<file path="config.mk">
export PLATFORM = sky130hd
export DESIGN_NAME = wb_block_mover
export DESIGN_NICKNAME = d
export VERILOG_FILES = /design/src/rtl/wb_block_mover_pkg.sv /design/src/rtl/wb_ack_timer.sv /design/src/rtl/wb_block_mover.sv
export SDC_FILE = /design/constraint.sdc
export NUM_CORES = 1
export LEC_CHECK = 0
export BUFFER_PORTS_ARGS = -buffer_cell sky130_fd_sc_hd__buf_4
export CORE_MARGIN = 8
export CORE_UTILIZATION = 49
export DETAILED_ROUTE_END_ITERATION = 7
export PLACE_DENSITY = 0.8
export SETUP_SLACK_MARGIN = 0.5
export SLEW_MARGIN = 20
export SYNTH_ARGS = -nofsm -noshare
export SYNTH_HDL_FRONTEND = slang
export SYNTH_SLANG_ARGS = --single-unit
</file>
<file path="constraint.sdc">
create_clock -name wb_clk_i -period 2.1 [get_ports wb_clk_i]
set_clock_uncertainty 0.15 [all_clocks]
set_input_delay 0.105 -clock wb_clk_i [delete_from_list [all_inputs] [get_ports wb_clk_i]]
set_output_delay 0.105 -clock wb_clk_i [all_outputs]
set_load 0.1 [all_outputs]
</file>
<file path="src/rtl/wb_block_mover_pkg.sv">
// wb_block_mover_pkg: shared state encoding and bus constants for the Wishbone block mover
package wb_block_mover_pkg;

  typedef enum logic [2:0] {
    S_IDLE,
    S_FETCH,
    S_BUS,
    S_HOLD,
    S_DONE
  } state_t;

  localparam logic [3:0]  WB_SEL_ALL = 4'hF;
  localparam logic [31:0] WORD_BYTES = 32'd4;
  localparam int          MAX_LEN    = 512;

endpackage

</file>
<file path="src/rtl/wb_ack_timer.sv">
// wb_ack_timer: counts unacknowledged bus cycles and flags the last one allowed
module wb_ack_timer #(
  parameter int TIMEOUT = 255
) (
  input  logic i_clk,
  input  logic i_rst_n,
  input  logic i_clear,
  input  logic i_enable,
  output logic o_expired
);

  logic [15:0] r_cnt;

  // wait counter, held at zero whenever no bus cycle is pending
  always_ff @(posedge i_clk) begin
    if (!i_rst_n || i_clear) r_cnt <= '0;
    else if (i_enable) r_cnt <= r_cnt + 16'd1;
  end

  // the current cycle is the TIMEOUT-th one spent waiting for ack
  assign o_expired = r_cnt == 16'(TIMEOUT - 1);

endmodule

</file>
<file path="src/rtl/wb_block_mover.sv">
// wb_block_mover: Wishbone classic initiator moving word blocks between the bus and valid/ready streams
module wb_block_mover
  import wb_block_mover_pkg::*;
#(
  parameter int TIMEOUT = 255,
  parameter int LEN_W   = 10
) (
  input  logic             wb_clk_i,
  input  logic             wb_rst_n_i,
  input  logic             cmd_valid_i,
  output logic             cmd_ready_o,
  input  logic             cmd_we_i,
  input  logic [31:0]      cmd_base_i,
  input  logic [LEN_W-1:0] cmd_len_i,
  input  logic             wr_valid_i,
  output logic             wr_ready_o,
  input  logic [31:0]      wr_data_i,
  output logic             rd_valid_o,
  input  logic             rd_ready_i,
  output logic [31:0]      rd_data_o,
  output logic             wbm_cyc_o,
  output logic             wbm_stb_o,
  output logic             wbm_we_o,
  output logic [3:0]       wbm_sel_o,
  output logic [31:0]      wbm_adr_o,
  output logic [31:0]      wbm_dat_o,
  input  logic [31:0]      wbm_dat_i,
  input  logic             wbm_ack_i,
  output logic             busy_o,
  output logic             done_o,
  output logic             err_o
);

  state_t           r_state, w_next;
  logic             r_we, r_err;
  logic [31:0]      r_adr, r_dat, r_rd;
  logic [LEN_W-1:0] r_rem, w_len;
  logic             w_accept, w_bus, w_ack, w_expired;

  assign w_accept = r_state == S_IDLE && cmd_valid_i;
  assign w_bus    = r_state == S_BUS;
  assign w_ack    = w_bus && wbm_ack_i;
  // lengths above the supported maximum are clamped rather than overrunning the block
  assign w_len    = (int'(cmd_len_i) > MAX_LEN) ? LEN_W'(MAX_LEN) : cmd_len_i;

  wb_ack_timer #(.TIMEOUT(TIMEOUT)) u_timer (
    .i_clk     (wb_clk_i),
    .i_rst_n   (wb_rst_n_i),
    .i_clear   (!w_bus),
    .i_enable  (w_bus && !wbm_ack_i),
    .o_expired (w_expired)
  );

  // state register
  always_ff @(posedge wb_clk_i) begin
    if (!wb_rst_n_i) r_state <= S_IDLE;
    else r_state <= w_next;
  end

  // next state; an ack in the expiry cycle still completes the word
  always_comb begin
    w_next = r_state;
    case (r_state)
      S_IDLE:  if (cmd_valid_i) w_next = (w_len == '0) ? S_DONE : cmd_we_i ? S_FETCH : S_BUS;
      S_FETCH: if (wr_valid_i) w_next = S_BUS;
      S_BUS: begin
        if (wbm_ack_i) w_next = !r_we ? S_HOLD : (r_rem == LEN_W'(1)) ? S_DONE : S_FETCH;
        else if (w_expired) w_next = S_DONE;
      end
      S_HOLD:  if (rd_ready_i) w_next = (r_rem == '0) ? S_DONE : S_BUS;
      S_DONE:  w_next = S_IDLE;
      default: w_next = S_IDLE;
    endcase
  end

  // command latch, word counters, data capture and sticky timeout flag
  always_ff @(posedge wb_clk_i) begin
    if (!wb_rst_n_i) begin
      r_we  <= 1'b0;
      r_err <= 1'b0;
      r_adr <= '0;
      r_dat <= '0;
      r_rd  <= '0;
      r_rem <= '0;
    end else begin
      if (w_accept) begin
        r_we  <= cmd_we_i;
        r_adr <= {cmd_base_i[31:2], 2'b00};
        r_rem <= w_len;
        r_err <= 1'b0;
      end
      if (r_state == S_FETCH && wr_valid_i) r_dat <= wr_data_i;
      if (w_ack) begin
        r_rem <= r_rem - LEN_W'(1);
        r_adr <= r_adr + WORD_BYTES;
        if (!r_we) r_rd <= wbm_dat_i;
      end else if (w_bus && w_expired) begin
        r_err <= 1'b1;
      end
    end
  end

  assign cmd_ready_o = r_state == S_IDLE;
  assign wr_ready_o  = r_state == S_FETCH;
  assign rd_valid_o  = r_state == S_HOLD;
  assign rd_data_o   = r_rd;
  assign wbm_cyc_o   = w_bus;
  assign wbm_stb_o   = w_bus;
  assign wbm_we_o    = w_bus && r_we;
  assign wbm_sel_o   = w_bus ? WB_SEL_ALL : 4'h0;
  assign wbm_adr_o   = r_adr;
  assign wbm_dat_o   = r_dat;
  assign busy_o      = r_state != S_IDLE;
  assign done_o      = r_state == S_DONE;
  assign err_o       = r_err;

endmodule

</file>
==> results of run 1 <==
per-stage QoR:
stage	cells	cell area [µm²]	utilization	hold WS, ns	setup slack, ns
after floorplan	730	6130	-	0.0806	-0.199
after global placement	1061	7800	0.686	0.194	0.116
after detailed placement	1061	7800	0.686	0.199	0.0598
after CTS	1263	10900	0.960	0.0613	0.218
cell families after synthesis:
family,count (synthesis)
multiplexers,8
XOR/XNOR,20
AND/OR/NAND/NOR,350
AO/OA/AOI/OAI,158
buffers and inverters,62
adder cells (fa/ha/maj),5
flip-flops,125
other,1
what timing repair did:
action	CTS
cloned	11
setup endpoints to repair	132
pin swaps	97
buffers inserted	51
hold buffers	111
resized for setup	192
hold endpoints to repair	110
==> metrics.md, run 1 <==
| Metric | Value |
|---|---|
| Outcome | stopped before the end |
| Failed at | global routing (5_1_grt) |
| First Err | [ERROR DPL-0038] Utilization greater than 100%, impossible to legalize |
| Avg Cell Area, Syn | between 7 and 8 µm² |
| TritonCTS Sinks | 125 |
| Buffers on Ports | 217 |
| Post-synth top cells | nand2_1 (190), dfxtp_1 (125), a21oi_1 (90) |
| Mux cell area share after synthesis | 0.0150 |
| Synthesized area | 0.00569 mm² |
| CTS Buf Count | 17 |
| I/O pin count | 222 |
| Yosys top cell area share | 0.440 |
| Die span in y | 124 µm |
| Top-count cell post-synth | nand2_1 |
| Share of synthesized flip-flops with an asynchronous set or reset | 0 |
| Root buf cell | clkbuf_16 |
| WEP type | sequential cell input |
| Max H-tree Level | 4 |
| Synth Flop Type | dfxtp_1 |
| Synth Instances | 729 |
| Synth Area in Compound Gates | 0.167 |
| Starting density of the core | 0.500 |
| Simple-gate portion of the synthesized area | 0.287 |
| Area contributors post-synth | dfxtp_1 (44%), nand2_1 (13%), a21oi_1 (7.9%) |
| Die W | 124 µm |
| Unique cell type count in the Yosys netlist | 64 |
| Site Rows | 39 |
| Clk buf depth | 2 |
| DP HPWL | 14.2 mm |
| Xor-xnor portion of the synthesized cell area | 0.0308 |
| YS warnings | 0 |
| Largest family of logic cells by synthesized area | simple AND/OR/NAND/NOR gates |
| Flops & latches, synth | 125 |
| Adder-cell share of the synthesized area | 0.0110 |
| Gpl congestion | 0.895 |
| GR repair worst EP | r_rem[8]$_SDFFE_PN0P_/D |
| Largest net degree at the start of global routing | 38 |
| EDFF count, synth | 0 |
| Sequential cell area fraction in the yosys report | 0.440 |
| Yosys top cell by area | dfxtp_1 |
==> run 2: changes to the inputs <==
--- a/config.mk
+++ b/config.mk
@@ -7,10 +7,9 @@
 export LEC_CHECK = 0
 export BUFFER_PORTS_ARGS = -buffer_cell sky130_fd_sc_hd__buf_4
 export CORE_MARGIN = 8
-export CORE_UTILIZATION = 49
+export CORE_UTILIZATION = 40
 export DETAILED_ROUTE_END_ITERATION = 7
-export PLACE_DENSITY = 0.8
-export SETUP_SLACK_MARGIN = 0.5
+export PLACE_DENSITY_LB_ADDON = 0.15
 export SLEW_MARGIN = 20
 export SYNTH_ARGS = -nofsm -noshare
 export SYNTH_HDL_FRONTEND = slang
==> run 2 against run 1 <==
Against the previous run: the flow now finishes without violations; synthesized area stayed put; synthesized cell count is the same.
==> metrics.md, run 2 <==
| Metric | Value |
|---|---|
| Outcome | completed |
| RSZ-0062 raised after global routing | no |
| Post-synth top cells | nand2_1 (190), dfxtp_1 (125), a21oi_1 (90) |
| Via count | 6,484 |
| Yosys top cell area share | 0.440 |
| Synthesized area | 0.00569 mm² |
| Avg Cell Area, Syn | ~8 µm² |
| Post-route DRC | 0 |
| Site Rows | 43 |
| Final Non-Filler Cells | roughly 1,200 |
| Endpoints failing hold | 0 |
| Die W | approximately 140 µm |
| Share of layout cells above drive strength 1 | 0.307 |
| Antenna Nets Post-Route | 0 |
| GRT overflow | 0 |
| Placeable Area | between 0.01 and 0.015 mm² |
| Synth Flop Type | dfxtp_1 |
| Max Freq | 496 MHz |
| Worst IR Drop VDD | 846 µV |
| Area grow syn2layout | 66.8% |
| Internal power | 0.00646 W |
| Starting density of the core | 0.410 |
| Pwr/cell area | 1290 mW/mm² |
| Crit-path max FO | 6 |
| Share of synthesized flip-flops with an asynchronous set or reset | 0 |
| Drt first-iter violations | 439 |
| MaxCap Viol Count | 0 |
| Sequential power share | 0.258 |
| Die area | 0.0183 mm² |
| I/O pin count | 222 |
| Unique cell type count in the Yosys netlist | 64 |
| Critical path cell sequence | inv_1, ha_1, or3b_2, nor4_2, a22oi_1, a211oi_2 |
| Endpoint class of the critical path | register |
| Sw power | 0.00579 W |
| Area contributors post-synth | dfxtp_1 (44%), nand2_1 (13%), a21oi_1 (7.9%) |
| Fin Hold WS | 0.0743 ns |
| Routed wire length | roughly 21 mm |
| Tot GR Track Use | 0.229 |
| YS warnings | 0 |
| Clk buf depth | 2 |
| Most common cell after layout, fill and taps aside | buf_4 |
| Leak | between 3 and 4 nW |
| Top-count cell post-synth | nand2_1 |
| Most frequent cells in the layout | buf_4 (244), nand2_1 (189), dlygate4sd3_1 (109) |
| Vias in the first global route | 6,545 |
| Initial antenna violation count | 1 |
| Yosys top cell by area | dfxtp_1 |
| Gpl congestion | 0.849 |
| Final Core Density | 0.684 |
| CP startpoint kind | register |
| Buffers on Ports | 217 |
| Die span in y | 135 µm |
| Flops & latches, synth | 125 |
| Min-Delay Path Class | primary input to register |
| Slew Viols, Final | 0 |
| Post-detailed-route via-to-cell ratio | ~5.2 |
| Synth Instances | around 730 |
| CTS tree | yes |
| Crit share post-route | 0.961 |
| First-pass GRT wire length | 33.7 mm |
| DP HPWL | 13.8 mm |
| Critical path's slowest cell | or3b_2 |
| Max H-tree Level | 4 |
| CP peak stage delay | 0.51 ns |
| First-pass detailed-route iteration total | 5 |
| Root buf cell | clkbuf_16 |
| Fill cell count | ~1,100 |
| Insertion delay to the later sink of the worst-skew pair | between 0.4 and 0.5 ns |
| Inst Count DP | 1,104 |
| Critical setup path kind | register to register |
| Final setup fails | 0 |
| EDFF count, synth | 0 |
| Clock-pin transition on the worst setup and hold timing paths | 0.05 ns |
| Min cycle time layout | 2.02 ns |
| Comb power frac | 0.488 |
| CTS Buf Count | 17 |
| Setup slack after layout | 0.0828 ns |
| Largest net degree at the start of global routing | between 50 and 60 |
| TritonCTS Sinks | around 130 |
| Sequential cell area fraction in the yosys report | 0.440 |
| Clk pwr share | 0.253 |
| Place WS | 0.0239 ns |
| Wirelength per Cell | roughly 17 µm |
| Switching Fraction | 0.472 |
| Crit path DAT | 2.20 ns |
| Fin nets | between 1,000 and 1,500 |
| Worst path required time | 2.28 ns |
-- run 2: routing by layer --
layer / part of all wire / vias to the layer above / global-route usage
li1: - / 3189 / -
met1: 0.40 / 3016 / 0.266
met2: 0.50 / 246 / 0.380
met3: 0.081 / 33 / 0.0868
met4: 0.022 / 0 / 0.0771
met5: 0 / - / 0
-- run 2: through the flow --
step	TNS (ns)	power (W)	area, µm²
finish	0	0.0123	9490
CTS	0	0.0122	9450
global placement	0	0.00887	7730
floorplan	-16.25	0.00754	5840
detailed placement	0	0.00890	7730
global route	0	0.0128	9490
-- run 2: logic make-up after synthesis --
logic type               synth area share
AND/OR/NAND/NOR                     0.287
flip-flops                          0.440
other                            0.000659
AO/OA/AOI/OAI                       0.167
buffers and inverters              0.0488
adder cells (fa/ha/maj)            0.0110
XOR/XNOR                           0.0308
multiplexers                       0.0150
-- run 2: worst paths after layout --
kind | startpoint | endpoint | slack (ns) | depth (start not counted)
setup / recovery | r_rem[0] | r_state[2] | 0.08 | 6
hold / removal | cmd_valid_i | r_state[1] | 0.07 | 5
setup reg to reg | r_rem[0] | r_state[2] | 0.08 | 6
hold reg to reg | wbm_dat_o[19] | wbm_dat_o[19] | 0.30 | 2
-- run 2: cell type report --
type                    count  area, µm²  share of cell area
repair buffers            359       3040               0.321
multi-input cells         543       2980               0.315
flip-flops and latches    125       2570               0.271
clock buffers              22        497              0.0524
well taps                 180        225              0.0237
clock inverters             9        130              0.0137
inverters                   9       33.8             0.00356
diodes                      2       5.00            0.000527
-- run 2: worst max-delay path: cells and delay by family, from the launching register on --
family                   cells  cell delay [ns]
AO/OA/AOI/OAI                2             0.38
AND/OR/NAND/NOR              2             0.82
adder cells (fa/ha/maj)      1             0.16
buffers and inverters        1             0.07
flip-flops                   1             0.36
-- run 2: timing repair --
| action | in CTS | in global routing |
|---|---|---|
| resized for setup | 0 | 4 |
| buffers inserted | 0 | 3 |
| endpoints found under the hold margin | 110 | 0 |
| endpoints found under the setup margin | 0 | 6 |
| hold buffers | 109 | 0 |
-- run 2: power groups by stage --
stage | Sequential, W | Clock [W] | Combinational [W]
global placement | 0.00318 | 0 | 0.00570
floorplan | 0.00510 | 0 | 0.00244
CTS | 0.00315 | 0.00315 | 0.00590
detailed placement | 0.00319 | 0 | 0.00571
global route | 0.00323 | 0.00326 | 0.00629
finish | 0.00317 | 0.00311 | 0.00598
(Power assumes the default switching activity.)
==> run 3: changes to the inputs <==
--- a/config.mk
+++ b/config.mk
@@ -7,7 +7,7 @@
 export LEC_CHECK = 0
 export BUFFER_PORTS_ARGS = -buffer_cell sky130_fd_sc_hd__buf_4
 export CORE_MARGIN = 8
-export CORE_UTILIZATION = 40
+export CORE_UTILIZATION = 49
 export DETAILED_ROUTE_END_ITERATION = 7
 export PLACE_DENSITY_LB_ADDON = 0.15
 export SLEW_MARGIN = 20
==> run 3 against run 2 <==
Against the previous run: the flow now finishes with violations (setup timing); power is 0.34% lower; cell area down 0.62%; fmax decreased by 5.0%; setup slack worse by 0.11 ns; worst hold slack is essentially flat; critical path depth increased by 2; utilization grew 15 points; register-to-register slack worse by 0.11 ns; wire length up 9.8%; combinational power is 2% higher; sequential share of layout area increased by 0.17 points.
==> metrics.md, run 3 (synthesis results as in run 2) <==
| Metric | Value |
|---|---|
| Most frequent cells in the layout | buf_4 (242), nand2_1 (188), dlygate4sd3_1 (109) |
| Final Non-Filler Cells | 1,212 |
| Leak | 3.91 nW |
| Hold Path Sink | r_state[1] |
| Crit share post-route | 1.01 |
| Die area | between 0.015 and 0.02 mm² |
| Slew Viols, Final | 0 |
| TritonCTS Sinks | 125 |
| Tot GR Track Use | 0.300 |
| Share of layout cells above drive strength 1 | 0.310 |
| Final Core Density | 0.829 |
| CTS Buf Count | 17 |
| Pwr/cell area | approximately 1300 mW/mm² |
| Largest net degree at the start of global routing | between 40 and 50 |
| Final setup fails | 1 |
| Endpoint class of the critical path | register |
| Worst reg-to-reg setup slack | -0.02 ns |
| CP startpoint kind | register |
| Crit-path max FO | 11 |
| GRT overflow | 0 |
| Worst flop-to-flop path startpoint | r_state[0] |
| Insertion delay to the later sink of the worst-skew pair | 0.41 ns |
| Buffers on Ports | 217 |
| Endpoints failing hold | 0 |
| DP HPWL | 13.9 mm |
| Most common cell after layout, fill and taps aside | buf_4 |
| Die W | ~120 µm |
| Inst Count DP | 1,063 |
| First-pass GRT wire length | between 30 and 40 mm |
| Critical path cell sequence | buf_4, nand4bb_1, buf_4, buf_4, nor4_1, mux2i_1, a21oi_1, nor2_1 |
| Clock-pin transition on the worst setup and hold timing paths | about 0.050 ns |
| Wirelength per Cell | roughly 19 µm |
| Setup slack after layout | -0.0227 ns |
| Most common cell type on the critical path | buf_4 |
| Crit path DAT | 2.32 ns |
| Critical setup path kind | register to register |
| Antenna Nets Post-Route | 0 |
| Initial antenna violation count | 2 |
| Post-detailed-route via-to-cell ratio | 5.70 |
| CTS tree | yes |
| Min cycle time layout | around 2.1 ns |
| Final Instance Area | 0.00943 mm² |
| MaxCap Viol Count | 0 |
| Min-Delay Path Class | primary input to register |
| Outcome | complete, but fails checks |
| Gpl congestion | 0.920 |
| Clk buf depth | 2 |
| Min-delay src | cmd_valid_i |
| Vias in the first global route | between 7,000 and 8,000 |
| Drt first-iter violations | 680 |
| I/O pin count | 222 |
| Power, Total | 0.0122 W |
| Worst path required time | 2.29 ns |
| Die span in y | 124 µm |
| Routed wire length | 23.3 mm |
| DP Area | 0.00765 mm² |
| Worst Reg-to-Reg Cells | 8 |
| Site Rows | 39 |
| CP peak stage delay | roughly 0.42 ns |
| Post-route DRC | 0 |
| Delay-heaviest family, CP | simple AND/OR/NAND/NOR gates |
| Area grow syn2layout | 65.8% |
| Hold Path Depth | 5 |
| Max Freq | 471 MHz |
| Failing checks | setup timing |
| Via count | 6,912 |
| Max H-tree Level | 4 |
| WP buf/inv | 3 |
| Worst IR Drop VDD | around 1900 µV |
| Starting density of the core | 0.500 |
| Root buf cell | clkbuf_16 |
| Setup TNS | -0.0227 ns |
| Placeable Area | 0.0114 mm² |
| Critical path's slowest cell | nor4_1 |
| First-pass detailed-route iteration total | 5 |
| RSZ-0062 raised after global routing | yes |
| Fin nets | 1,171 |
| Worst R2R End | r_rem[9] |
run 3: timing repair:
item / 4_1_cts / 5_1_grt
endpoints found under the setup margin: 3 / 14
hold buffers: 109 / 0
gates resized for setup: 2 / 10
pin swaps: 1 / 1
hold endpoints to repair: 110 / 0
setup buffers: 2 / 3
run 3: metal layers:
metal,vias up,routed length (µm),share of wire,track usage
met5,-,0,0,0
met3,109,1780,0.077,0.0961
met1,3268,8440,0.36,0.317
met2,355,11800,0.51,0.517
li1,3180,-,-,-
met4,0,1240,0.053,0.177
run 3: cell type report:
cell class                 instances  area [µm²]
multi-input combinational        543        3020
antenna                            4        10.0
sequential                       125        2570
fill                             641        1940
clock buffer                      25         505
inverter                           9        33.8
clock inverter                     6        83.8
tap                              143         179
timing repair buffer             357        3030
run 3: stage by stage:
step / hold WS (ns) / setup WS (ns)
finish: 0.0746 / -0.0227
global route: 0.121 / -0.0599
CTS: 0.0594 / 0.0292
detailed placement: 0.212 / 0.0350
global placement: 0.193 / 0.0993
floorplan: 0.0806 / -0.562
run 3: worst register-to-register path, delay by kind of cell (launching register included):
kind                   cells  cell delay [ns]
DFF                        1             0.35
AOI/OAI and AO/OA          1             0.06
muxes                      1             0.28
and+or+nand+nor            3             0.68
buffers and inverters      3             0.53
run 3: worst max path at each step:
stage	startpoint	endpoint	slack, ns	depth (start not counted)
after floorplan	r_state[1]	wbm_we_o	-0.56	3
after global placement	r_rem[0]	r_state[2]	0.1	6
after detailed placement	r_rem[0]	r_state[1]	0.04	6
after CTS	r_rem[0]	r_rem[8]	0.03	7
after global routing	r_state[0]	r_rem[9]	-0.06	8
final	r_state[0]	r_rem[9]	-0.02	8
run 3: power breakdown:
part | switching [W] | internal (W) | leakage, nW
logic | 0.00440 | 0.00167 | 2.59
clock network | 0.00104 | 0.00189 | 0.293
registers | 0.000435 | 0.00278 | 1.03
==> run 4: changes to the inputs <==
--- a/config.mk
+++ b/config.mk
@@ -7,7 +7,7 @@
 export LEC_CHECK = 0
 export BUFFER_PORTS_ARGS = -buffer_cell sky130_fd_sc_hd__buf_4
 export CORE_MARGIN = 8
-export CORE_UTILIZATION = 49
+export CORE_UTILIZATION = 51
 export DETAILED_ROUTE_END_ITERATION = 7
 export PLACE_DENSITY_LB_ADDON = 0.15
 export SLEW_MARGIN = 20
==> constraint.sdc (replaced) <==
create_clock -name wb_clk_i -period 2.56 [get_ports wb_clk_i]
set_clock_uncertainty 0.15 [all_clocks]
set_input_delay 0.128 -clock wb_clk_i [delete_from_list [all_inputs] [get_ports wb_clk_i]]
set_output_delay 0.128 -clock wb_clk_i [all_outputs]
set_load 0.1 [all_outputs]
==> run 4 against run 3 <==
Against the previous run: the run now ends clean; critical path depth is the same; count of clock-buffer cells in the layout shrank 1; fmax shrank 13%; cell area grew 0.15%; critical path type unchanged; critical endpoint is now wbm_dat_o[1]; largest power group unchanged.
==> metrics.md, run 4 (synthesis results as in run 2) <==
| Metric | Value |
|---|---|
| Worst-Margin Slew | 0.648 ns |
| Relative slew slack | 0.564 |
| Worst IR Drop VDD | 1480 µV |
| Outcome | completed |
| Worst flop-to-flop path startpoint | r_state[0] |
| Fin nets | 1,187 |
| Slew Viols, Final | 0 |
| Crit share post-route | 0.954 |
| Share of layout cells above drive strength 1 | 0.272 |
| Worst R2R End | wbm_dat_o[1] |
| # Post-CTS Setup Buffers | 0 |
| Antenna Nets Post-Route | 0 |
| Largest net degree at the start of global routing | 67 |
| Tot GR Track Use | 0.309 |
| Via count | 7,152 |
| Root buf cell | clkbuf_8 |
| Max Freq | 409 MHz |
| First-pass GRT wire length | 36.5 mm |
| Final Core Density | 0.871 |
| Clock-pin transition on the worst setup and hold timing paths | 0.06 ns |
| Area of the multi-input gates | 0.00298 mm² |
| Endpoint class of the critical path | register |
| CTS tree | yes |
| First-pass detailed-route iteration total | 5 |
| Vias in the first global route | 7,405 |
| Min cycle time layout | 2.44 ns |
| Post-route DRC | 0 |
| Min-Delay Path Class | primary input to register |
| Clk buf depth | 2 |
| RSZ-0062 raised after global routing | no |
| FF+latch area | 0.00251 mm² |
| Die W | around 120 µm |
| Crit path DAT | 2.76 ns |
| Worst path required time | 2.88 ns |
| Worst reg-to-reg setup slack | between 0.1 and 0.15 ns |
| Most common cell after layout, fill and taps aside | buf_4 |
| Critical setup path kind | register to register |
| Fill cell count | 511 |
| Crit-path max FO | 24 |
| Area grow syn2layout | 66.0% |
| Site Rows | 38 |
| Post-detailed-route via-to-cell ratio | 5.84 |
| Max H-tree Level | 4 |
| Wirelength per Cell | ~19 µm |
| CTS Buf Count | 17 |
| Gpl congestion | 0.874 |
| Insertion delay to the later sink of the worst-skew pair | 0.53 ns |
| Endpoints failing hold | 0 |
| Worst Reg-to-Reg Cells | 8 |
| I/O pin count | 222 |
| Pwr/cell area | just over 1000 mW/mm² |
| MaxCap Viol Count | 0 |
| Final setup fails | 0 |
| Die span in y | 122 µm |
| Drt first-iter violations | 637 |
| Hold Path Depth | 5 |
| Placeable Area | between 0.01 and 0.015 mm² |
| Routed wire length | 23.6 mm |
| Buffers on Ports | 217 |
| Hold Path Sink | wbm_dat_o[20] |
| Place WS | 0.420 ns |
| Setup slack after layout | 0.117 ns |
| CP startpoint kind | register |
| Initial antenna violation count | 2 |
| Starting density of the core | 0.525 |
| DP HPWL | 13.1 mm |
| Setup TNS | 0 ns |
| Leak | between 3 and 4 nW |
| TritonCTS Sinks | 125 |
| Min-delay src | wr_valid_i |
| Die area | 0.0148 mm² |
| GRT overflow | 0 |
| Fin Hold WS | 0.0281 ns |
| Most frequent cells in the layout | buf_4 (232), nand2_1 (190), dlygate4sd3_1 (138) |
==> run 4: layout make-up <==
class / count / share of cell area
timing repair buffer: 373 / 0.336
multi-input combinational: 543 / 0.316
sequential: 125 / 0.266
clock buffer: 24 / 0.0498
tap: 140 / 0.0186
clock inverter: 7 / 0.00928
inverter: 9 / 0.00358
antenna: 4 / 0.00106
==> run 4: critical path, stage by stage, from the launching register on <==
cell and delay [ns]:
dfxtp_2 0.41, buf_6 0.18, nor2b_4 0.18, nor2b_4 0.20, and2_1 0.20, buf_8 0.20, nand2_1 0.09, a21oi_1 0.15
dlygate4sd3_1 0.60
==> run 4: report_power, final <==
group / internal, W / switching, W / leakage (nW)
registers: 0.00225 / 0.000348 / 1.02
clock network: 0.00145 / 0.000863 / 0.275
logic: 0.00130 / 0.00358 / 2.66
total: 0.00500 / 0.00479 / 3.95
==> run 4: worst max path at each step <==
stage | slack, ns | from | to
after CTS | 0.04 | r_state[0] | r_rem[7]
after floorplan | -0.44 | r_state[0] | busy_o
after global routing | 0.01 | r_state[0] | wbm_dat_o[1]
final | 0.12 | r_state[0] | wbm_dat_o[1]
after detailed placement | 0.42 | r_state[0] | r_rem[2]
after global placement | 0.47 | r_state[0] | r_rem[2]
==> run 4: per-stage QoR <==
stage / instance area, µm² / cells / power, W
finish: 9440 / 1225 / 0.00979
global route: 9440 / 1223 / 0.0101
CTS: 9390 / 1221 / 0.00960
detailed placement: 7450 / 1052 / 0.00709
global placement: 7450 / 1052 / 0.00702
floorplan: 5730 / 730 / 0.00609
==> run 4: per-layer routing <==
layer	up-vias	wire length [µm]	GRT usage	share of wire
li1	3220	-	-	-
met1	3359	8350	0.318	0.35
met2	452	11800	0.529	0.50
met3	121	2020	0.0976	0.085
met4	0	1390	0.213	0.059
met5	-	0	0	0
==> run 4: timing repair <==
item,4_1_cts,5_1_grt
hold buffers,138,0
resized for setup,0,11
setup endpoints to repair,0,27
hold endpoints to repair,113,0
